$ cat config.mk
export PLATFORM = sky130hd
export DESIGN_NAME = cdb_arbiter_flat
export DESIGN_NICKNAME = d
export VERILOG_FILES = /design/src/rtl/cdb_arbiter_if.sv /design/src/rtl/cdb_arbiter.sv /design/src/flat_wrapper.sv
export SDC_FILE = /design/constraint.sdc
export NUM_CORES = 1
export LEC_CHECK = 0
export ABC_CLOCK_PERIOD_IN_PS = 2900
export CAP_MARGIN = 20
export CORE_ASPECT_RATIO = 1.2
export CORE_MARGIN = 2
export CORE_UTILIZATION = 48
export DETAILED_ROUTE_END_ITERATION = 12
export PLACE_DENSITY = 0.76
export SLEW_MARGIN = 20
export SYNTH_ARGS = -nofsm -noshare
export SYNTH_HDL_FRONTEND = slang
export SYNTH_SLANG_ARGS = --single-unit
$ cat constraint.sdc
create_clock -name clk -period 2.9 [get_ports clk]
set_clock_uncertainty 0.15 [all_clocks]
set_input_delay 0.58 -clock clk [delete_from_list [all_inputs] [get_ports clk]]
set_output_delay 0.58 -clock clk [all_outputs]
set_load 0.02 [all_outputs]
$ cat src/rtl/cdb_arbiter_if.sv
// Producer-side result pushes and the shared broadcast bus of the CDB arbiter.
// master = producers/consumers side, slave = the arbiter itself.
interface cdb_arbiter_if #(
  parameter int ROB_POS_W = 4,
  parameter int DATA_W    = 32
);
  logic                 alu_valid;
  logic [ROB_POS_W-1:0] alu_rob_pos;
  logic [DATA_W-1:0]    alu_val;
  logic                 alu_nxt_full;

  logic                 lsb_valid;
  logic [ROB_POS_W-1:0] lsb_rob_pos;
  logic [DATA_W-1:0]    lsb_val;
  logic                 lsb_nxt_full;

  logic                 cdb_valid;
  logic                 cdb_src;
  logic [ROB_POS_W-1:0] cdb_rob_pos;
  logic [DATA_W-1:0]    cdb_val;

  modport master (
    output alu_valid, alu_rob_pos, alu_val,
    output lsb_valid, lsb_rob_pos, lsb_val,
    input  alu_nxt_full, lsb_nxt_full,
    input  cdb_valid, cdb_src, cdb_rob_pos, cdb_val
  );

  modport slave (
    input  alu_valid, alu_rob_pos, alu_val,
    input  lsb_valid, lsb_rob_pos, lsb_val,
    output alu_nxt_full, lsb_nxt_full,
    output cdb_valid, cdb_src, cdb_rob_pos, cdb_val
  );
endinterface

$ cat src/rtl/cdb_arbiter.sv
// Common-data-bus arbiter: two small result FIFOs (ALU, LSB) drained one entry
// per cycle onto a registered broadcast bus with round-robin on contention.
module cdb_arbiter #(
  parameter int ROB_POS_W = 4,
  parameter int DATA_W    = 32,
  parameter int DEPTH     = 2
) (
  input  logic       clk,
  input  logic       rst,
  input  logic       rdy_i,
  input  logic       rollback_i,
  output logic       overflow_o,
  cdb_arbiter_if.slave bus
);
  localparam int PTR_W = $clog2(DEPTH);
  localparam int CNT_W = PTR_W + 1;
  localparam logic [CNT_W-1:0] FULL_CNT = CNT_W'(DEPTH);

  typedef enum logic {SRC_ALU = 1'b0, SRC_LSB = 1'b1} src_e;

  typedef struct packed {
    logic [ROB_POS_W-1:0] rob_pos;
    logic [DATA_W-1:0]    val;
  } entry_t;

  entry_t           mem_q [2][DEPTH];
  logic [PTR_W-1:0] head_q [2], head_d [2];
  logic [PTR_W-1:0] tail_q [2], tail_d [2];
  logic [CNT_W-1:0] cnt_q  [2], cnt_d  [2];

  logic   push_valid [2];
  entry_t push_entry [2];
  logic   push_acc   [2];
  logic   pop        [2];
  logic   nonempty   [2];
  logic   nxt_full   [2];

  logic   en;
  logic   grant_valid;
  logic   grant_lsb;
  src_e   grant_src;
  entry_t head_entry;

  src_e                 rr_q, rr_d;
  logic                 cdb_valid_q, cdb_valid_d;
  logic                 cdb_src_q, cdb_src_d;
  logic [ROB_POS_W-1:0] cdb_rob_pos_q, cdb_rob_pos_d;
  logic [DATA_W-1:0]    cdb_val_q, cdb_val_d;
  logic                 overflow_q, overflow_d;

  assign push_valid[0] = bus.alu_valid;
  assign push_valid[1] = bus.lsb_valid;
  assign push_entry[0] = '{rob_pos: bus.alu_rob_pos, val: bus.alu_val};
  assign push_entry[1] = '{rob_pos: bus.lsb_rob_pos, val: bus.lsb_val};

  // NOTE: every signal driven here gets a default before any branch, so no latch is inferred.
  always_comb begin
    en = rdy_i && !rst && !rollback_i;

    for (int s = 0; s < 2; s++) nonempty[s] = (cnt_q[s] != '0);
    grant_valid = nonempty[0] || nonempty[1];
    if (nonempty[0] && nonempty[1]) grant_src = rr_q;
    else if (nonempty[1])           grant_src = SRC_LSB;
    else                            grant_src = SRC_ALU;
    grant_lsb  = (grant_src == SRC_LSB);
    head_entry = mem_q[grant_lsb][head_q[grant_lsb]];

    rr_d          = rr_q;
    cdb_valid_d   = cdb_valid_q;
    cdb_src_d     = cdb_src_q;
    cdb_rob_pos_d = cdb_rob_pos_q;
    cdb_val_d     = cdb_val_q;
    overflow_d    = overflow_q;

    for (int s = 0; s < 2; s++) begin
      pop[s]      = en && grant_valid && (grant_lsb == (s == 1));
      // A full FIFO still accepts a push in the cycle it is being popped.
      push_acc[s] = en && push_valid[s] && ((cnt_q[s] != FULL_CNT) || pop[s]);
      if (en && push_valid[s] && (cnt_q[s] == FULL_CNT) && !pop[s]) overflow_d = 1'b1;
      head_d[s] = pop[s]      ? head_q[s] + PTR_W'(1) : head_q[s];
      tail_d[s] = push_acc[s] ? tail_q[s] + PTR_W'(1) : tail_q[s];
      cnt_d[s]  = cnt_q[s] + CNT_W'(push_acc[s]) - CNT_W'(pop[s]);
    end

    if (en) begin
      cdb_valid_d = grant_valid;
      if (grant_valid) begin
        cdb_src_d     = grant_lsb;
        cdb_rob_pos_d = head_entry.rob_pos;
        cdb_val_d     = head_entry.val;
        rr_d          = grant_lsb ? SRC_ALU : SRC_LSB;
      end
    end

    // Rollback wins over rdy gating: the speculative results are dead either way.
    if (rollback_i) begin
      for (int s = 0; s < 2; s++) begin
        head_d[s] = '0;
        tail_d[s] = '0;
        cnt_d[s]  = '0;
      end
      cdb_valid_d = 1'b0;
      rr_d        = SRC_ALU;
    end

    for (int s = 0; s < 2; s++) nxt_full[s] = !rst && (cnt_d[s] >= FULL_CNT);
  end

  // NOTE: state registers use non-blocking assignment so every flop samples pre-edge values.
  always_ff @(posedge clk) begin
    if (rst) begin
      head_q        <= '{default: '0};
      tail_q        <= '{default: '0};
      cnt_q         <= '{default: '0};
      rr_q          <= SRC_ALU;
      cdb_valid_q   <= 1'b0;
      cdb_src_q     <= 1'b0;
      cdb_rob_pos_q <= '0;
      cdb_val_q     <= '0;
      overflow_q    <= 1'b0;
    end else begin
      head_q        <= head_d;
      tail_q        <= tail_d;
      cnt_q         <= cnt_d;
      rr_q          <= rr_d;
      cdb_valid_q   <= cdb_valid_d;
      cdb_src_q     <= cdb_src_d;
      cdb_rob_pos_q <= cdb_rob_pos_d;
      cdb_val_q     <= cdb_val_d;
      overflow_q    <= overflow_d;
    end
  end

  // NOTE: FIFO storage is not reset; the counts alone decide which slots hold live data.
  always_ff @(posedge clk) begin
    if (push_acc[0]) mem_q[0][tail_q[0]] <= push_entry[0];
    if (push_acc[1]) mem_q[1][tail_q[1]] <= push_entry[1];
  end

  assign bus.alu_nxt_full = nxt_full[0];
  assign bus.lsb_nxt_full = nxt_full[1];
  assign bus.cdb_valid    = cdb_valid_q;
  assign bus.cdb_src      = cdb_src_q;
  assign bus.cdb_rob_pos  = cdb_rob_pos_q;
  assign bus.cdb_val      = cdb_val_q;
  assign overflow_o       = overflow_q;
endmodule
$ cat src/flat_wrapper.sv
// flat-port wrapper written by rule: the top's interface ports become plain ports
module cdb_arbiter_flat 
#(
  parameter int ROB_POS_W = 4,
  parameter int DATA_W    = 32,
  parameter int DEPTH     = 2
)
  (clk, rst, rdy_i, rollback_i, overflow_o, bus_alu_valid, bus_alu_rob_pos, bus_alu_val, bus_lsb_valid, bus_lsb_rob_pos, bus_lsb_val, bus_alu_nxt_full, bus_lsb_nxt_full, bus_cdb_valid, bus_cdb_src, bus_cdb_rob_pos, bus_cdb_val);
  cdb_arbiter_if #(.ROB_POS_W(ROB_POS_W), .DATA_W(DATA_W)) bus_i ();
  input  logic clk;
  input  logic rst;
  input  logic rdy_i;
  input  logic rollback_i;
  output logic overflow_o;
  input wire logic [$bits(bus_i.alu_valid)-1:0] bus_alu_valid;
  input wire logic [$bits(bus_i.alu_rob_pos)-1:0] bus_alu_rob_pos;
  input wire logic [$bits(bus_i.alu_val)-1:0] bus_alu_val;
  input wire logic [$bits(bus_i.lsb_valid)-1:0] bus_lsb_valid;
  input wire logic [$bits(bus_i.lsb_rob_pos)-1:0] bus_lsb_rob_pos;
  input wire logic [$bits(bus_i.lsb_val)-1:0] bus_lsb_val;
  output wire logic [$bits(bus_i.alu_nxt_full)-1:0] bus_alu_nxt_full;
  output wire logic [$bits(bus_i.lsb_nxt_full)-1:0] bus_lsb_nxt_full;
  output wire logic [$bits(bus_i.cdb_valid)-1:0] bus_cdb_valid;
  output wire logic [$bits(bus_i.cdb_src)-1:0] bus_cdb_src;
  output wire logic [$bits(bus_i.cdb_rob_pos)-1:0] bus_cdb_rob_pos;
  output wire logic [$bits(bus_i.cdb_val)-1:0] bus_cdb_val;
  assign bus_i.alu_valid = bus_alu_valid;
  assign bus_i.alu_rob_pos = bus_alu_rob_pos;
  assign bus_i.alu_val = bus_alu_val;
  assign bus_i.lsb_valid = bus_lsb_valid;
  assign bus_i.lsb_rob_pos = bus_lsb_rob_pos;
  assign bus_i.lsb_val = bus_lsb_val;
  assign bus_alu_nxt_full = bus_i.alu_nxt_full;
  assign bus_lsb_nxt_full = bus_i.lsb_nxt_full;
  assign bus_cdb_valid = bus_i.cdb_valid;
  assign bus_cdb_src = bus_i.cdb_src;
  assign bus_cdb_rob_pos = bus_i.cdb_rob_pos;
  assign bus_cdb_val = bus_i.cdb_val;
  cdb_arbiter #(.ROB_POS_W(ROB_POS_W), .DATA_W(DATA_W), .DEPTH(DEPTH)) u_core (.clk(clk), .rst(rst), .rdy_i(rdy_i), .rollback_i(rollback_i), .overflow_o(overflow_o), .bus(bus_i));
endmodule
# Word level (Yosys, flattened, before mapping)
# Memories as Yosys holds them, arrays and structs flattened.
# Index checks and enable logic that the tools add are counted.
[word_totals]
latchBits = 0
rom_bits = 0
n_memories = 1
register_bits = 48
ram_bits = 144
[mem_list]
columns = ["name", "depth", "word_bits", "read_ports", "rd_clocked_by_memory_dff", "write_ports", "line", "source"]
rows = [
  ["u_core.mem_q", 2, 72, 1, 0, 2, "cdb_arbiter.sv:26", "entry_t mem_q [2][DEPTH];"],
]
[op_classes]
multipliers = 0
bitwise_logic = 5
eq_ne = 4
muxes = 20
n_div = 0
addsub = 8
order_cmp = 8
n_shift = 0
reduce_logical = 30
[ops]
columns = ["op", "n"]
rows = [
  ["2-to-1 mux 36 bit", 5],
  ["2-to-1 mux 72 bit", 2],
  ["demux 36 bit (select 1 bit)", 2],
  ["logical AND 1 bit", 18],
  [">= comparator 2 bit (second input constant)", 6],
  ["2-to-1 mux 1 bit", 10],
  ["NOT 1 -> 2 bit", 4],
  ["nonzero test 2 bit", 3],
  ["adder 1 bit (second input constant)", 4],
  ["adder 2 x 1 -> 2 bit", 2],
  ["== test 2 bit (second input constant)", 2],
  ["zero test 1 bit", 4],
  ["less-than comparator 2 x 1 -> 1 bit (second input constant)", 2],
  ["2-to-1 mux 4 bit", 1],
  ["inequality test 2 bit (second input constant)", 2],
  ["subtractor 2 x 1 -> 2 bit", 2],
  ["logical OR 1 bit", 3],
  ["AND reduction 2 bit", 1],
  ["OR reduction 2 bit", 1],
  ["NOT 1 bit", 1],
]

# Logic depth before layout (Yosys ltp)
[depth]
ltp_word = 12
depth_mapped = 11
mapped_depth_nobuf = 9

# Least setup slack after synthesis
# No wires, ideal clock.
[synth_timing]
path_kind = "input-to-output"
from = "input rst"
to = "output bus_alu_nxt_full"
arrival_ns = 2.479
path_stages = 11
t_required_ns = 2.170
path_buffers = 2
slack_ns = -0.309
path_cell_list = "nor3b_2 -> nor2b_1 -> buf_4 -> buf_2 -> and2_1 -> ha_1 -> inv_1 -> ha_1 -> xor2_1 -> xnor2_1 -> nor2_1"
[synth_lines]
columns = ["item", "line", "source"]
rows = [
  ["start: declaration", "flat_wrapper.sv:11", "input logic rst;"],
  ["end: declaration", "flat_wrapper.sv:21", "output wire logic [$bits(bus_i.alu_nxt_full)-1:0] bus_alu_nxt_full;"],
]

==> summary.txt <==
Worst hold path
  – Hold Path Class: reg -> reg
  – Hold Path Cell Cnt: 2
  – Hold path endpoint: u_core.bus.cdb_valid
  – HP Start: u_core.bus.cdb_valid

Detailed routing
  – Post-DRT Antenna Nets: 0
  – Initial DRC count: 179
  – Via density: approximately 5.2
  – Vias: around 4500
  – Detailed Route WL: between 15 and 20 mm
  – Wire per inst: about 18 um
  – Initial DRT Pass Iterations: 4
  – Drt drc: 0

Synthesis
  – Distinct cells, synth: 32
  – Area of the mapped netlist: between 7000 and 8000 um2
  – Dominant cell by count in the synthesized netlist: edfxtp_1
  – Cell taking the most area after synthesis: edfxtp_1
  – Synth top area share: ~58%
  – Post-Syn Nets: between 500 and 600
  – Sequential area share after synthesis: 71.2%
  – Ys Warns: 0
  – Most frequent cells after synthesis: edfxtp_1, mux2i_1, nand2_1, dfxtp_1, nor3b_1
  – Mapped Cells: 498
  – Flops & latches, synth: around 190
  – Number of synthesized flops with an enable pin: ~140
  – Ys flop type: edfxtp_1
  – Ranking of synthesized cells by area: edfxtp_1, dfxtp_1, mux2i_1, a31o_1, nand2_1
  – Mean Syn Cell Area: 14.9 um2
  – Asr flop ratio synth: 0%

Timing
  – Fmax: about 0.32 GHz
  – RSZ-0062 raised after global routing: true
  – Worst slew pin tran: between 0.7 and 0.8 ns
  – Hold Vio Cnt, Final: 0
  – Final min period: roughly 3.1 ns
  – Slew HR: 48.4%
  – Crit share post-route: 107%
  – Final WS setup: -0.198 ns
  – Max-slew violation count: 0
  – TNS Setup: -0.316 ns
  – Final setup vio count: 2

CTS
  – H-Tree Depth: 4
  – Worst-path clk slew: 0.07 ns
  – Num CTS Buffers: 17
  – CTS tree: built
  – CTS Buffer Depth: 2
  – Clock sinks: around 190
  – Worst-skew pair later-pin latency: 0.43 ns
  – Root buf cell: clkbuf_16

Floorplan
  – Die Ht: between 100 and 150 um
  – Core ar.: around 15000 um2
  – Initial core utilization: between 40% and 50%
  – Total die area: 16500 um2
  – Overall die width: 118 um
  – Io pins: 119
  – Std-Cell Rows: a little under 50

Cells and area
  – # diodes: 0
  – Area Growth Syn to Fin: 32.1%
  – # nets final: between 700 and 800
  – Utilization after layout: about 65%
  – # fillers: ~1100
  – Register area: about 5300 um2
  – Post-route cell area: 9810 um2
  – Footprint of the multi-input gates: ~2100 um2
  – Proportion of layout cells with a drive suffix above 1: between 15 and 20%

Worst setup path
  – Buffers & Inverters on Critical Path: 2
  – Most used cell, CP: ha_4
  – CP max FO: 3
  – Worst path top cell family by delay: simple AND/OR/NAND/NOR gates
  – Reg-to-Reg Start: u_core.cnt_q[3]
  – R2r setup slk: 0.20 ns
  – Startpoint types: flip-flop
  – Setup CP Type: reg -> out
  – Crit path capture type: primary output
  – Critical Path RT: around 2.2 ns
  – CP max stage delay: around 0.36 ns
  – Worst endpoint data arrival time: 2.37 ns
  – Crit-path cells: nor4_4, nor2b_4, and2_4, ha_4, inv_2, ha_4, xor2_1, xnor2_1, nor2_2, buf_6
  – Crit-path slowest cell: dfxtp_4
  – RR Endpoint: u_core.cnt_q[3]
  – R2R cell count: 15

GRT
  – GRT Overall Usage: 19.5%
  – Initial antenna violation count: 0
  – Global-route wire length before repair: about 25 mm
  – Routing usage on met3: under 10%
  – Grt ovf: 0
  – Met2 Usage GRT: between 30% and 40%
  – GRT busiest layer: met2
  – Largest net degree at the start of global routing: between 70 and 80
  – Number of global-route vias before repair: around 4800
  – Grt met1 use: 22.6%

Power and ir drop
  – Leak pwr: ~3.3 nW
  – PwrDens: 575 nW/um2
  – Pwr Total: about 5.6 mW
  – Peak VDD IR: about 0.35 mV

Placed design
  – DPL Wire Length: between 9 and 10 mm
  – Cell Area, Placed: ~9000 um2
  – Placer Congestion: around 0.82
  – I/O Buffers: 118

Flow run
  – Number of max-cap violations: 0

Status
  – Status: finished, violations left
  – Violated checks: negative setup slack
[timing repair]
| action | CTS | global route |
|---|---|---|
| pin swaps | 9 | 9 |
| setup buffers | 7 | 3 |
| hold buffers | 0 | 0 |
| resized for setup | 27 | 7 |
| endpoints found under the setup margin | 2 | 2 |
[cell usage in the layout (no fill, tap or decap), types with 4 or more instances in the layout]
cell,count
edfxtp_1,144
clkdlybuf4s50_1,113
nand2_1,73
mux2i_1,73
dfxtp_1,43
nor3b_1,36
buf_4,33
a31o_1,32
clkbuf_16,17
nor2_1,12
buf_12,6
inv_1,5
xor2_1,4
a31o_2,4
dfxtp_2,4
[report_power, final]
| group | leakage [nW] | switching [mW] | internal [mW] |
|---|---|---|---|
| combinational | 1.28 | 0.101 | 0.138 |
| sequential | 1.69 | 0.00996 | 2.97 |
| clock | 0.299 | 0.985 | 1.43 |
[registers in the layout (all words and copies together) (netlist names)]
name and cells:
u_core.overflow_o 1, u_core.tail_q 2, u_core.bus.cdb_rob_pos 4, u_core.rr_q 1, u_core.bus.cdb_valid 1, u_core.cnt_q 4
u_core.mem_q 144, u_core.bus.cdb_src 1, u_core.bus.cdb_val 32, u_core.head_q 2
[per-stage QoR]
stage | setup slack, ns | std cells | hold slack (ns)
6_report | -0.198 | 862 | 0.365
5_1_grt | -0.268 | 862 | 0.391
3_3_place_gp | -0.723 | 820 | 0.331
3_5_place_dp | -0.848 | 820 | 0.338
2_1_floorplan | -0.233 | 498 | 0.334
4_1_cts | -0.180 | 859 | 0.347
[cell type report]
type                            instances  area share (%)
Sequential cell                       192            54.0
Multi-Input combinational cell        270            21.1
Timing Repair Buffer                  156            15.7
Clock buffer                           20            4.76
Tap cell                              204            2.60
Clock inverter                         12            1.58
Inverter                                8           0.306
[kinds of logic after synthesis]
kind of cell | Yosys count | share of synthesized area [%]
AO/OA/AOI/OAI | 44 | 5.12
XOR/XNOR | 8 | 0.944
adder cells (fa/ha/maj) | 4 | 0.674
buffers and inverters | 36 | 2.48
flip-flops | 192 | 71.2
multiplexers | 73 | 9.84
AND/OR/NAND/NOR | 141 | 9.74
[layer usage]
metal	vias up	routed length, um
li1	2144	-
met1	2194	6050
met2	127	8450
met3	24	776
met4	0	334
met5	-	0
[worst reg2reg max path, cell delays in order (launching register included)]
cell	delay [ns]
dfxtp_4	0.36
nor4_4	0.33
nor2b_4	0.07
and2_4	0.17
ha_4	0.26
inv_2	0.04
ha_4	0.15
xor2_1	0.14
xnor2_1	0.15
buf_4	0.14
buf_4	0.11
buf_4	0.12
buf_4	0.12
buf_4	0.12
buf_4	0.12
nor2_1	0.09
[worst max-delay path by stage]
stage                            end  slack (ns)  depth (start not counted)       startpoint
finish              bus_alu_nxt_full       -0.20                         10  u_core.cnt_q[3]
global route        bus_alu_nxt_full       -0.27                         10  u_core.cnt_q[3]
CTS                 bus_alu_nxt_full       -0.18                         10  u_core.cnt_q[3]
detailed placement  bus_lsb_nxt_full       -0.85                         11            rdy_i
global placement    bus_alu_nxt_full       -0.72                         11            rdy_i
floorplan           bus_alu_nxt_full       -0.23                         11              rst
(Power assumes the default switching activity.)
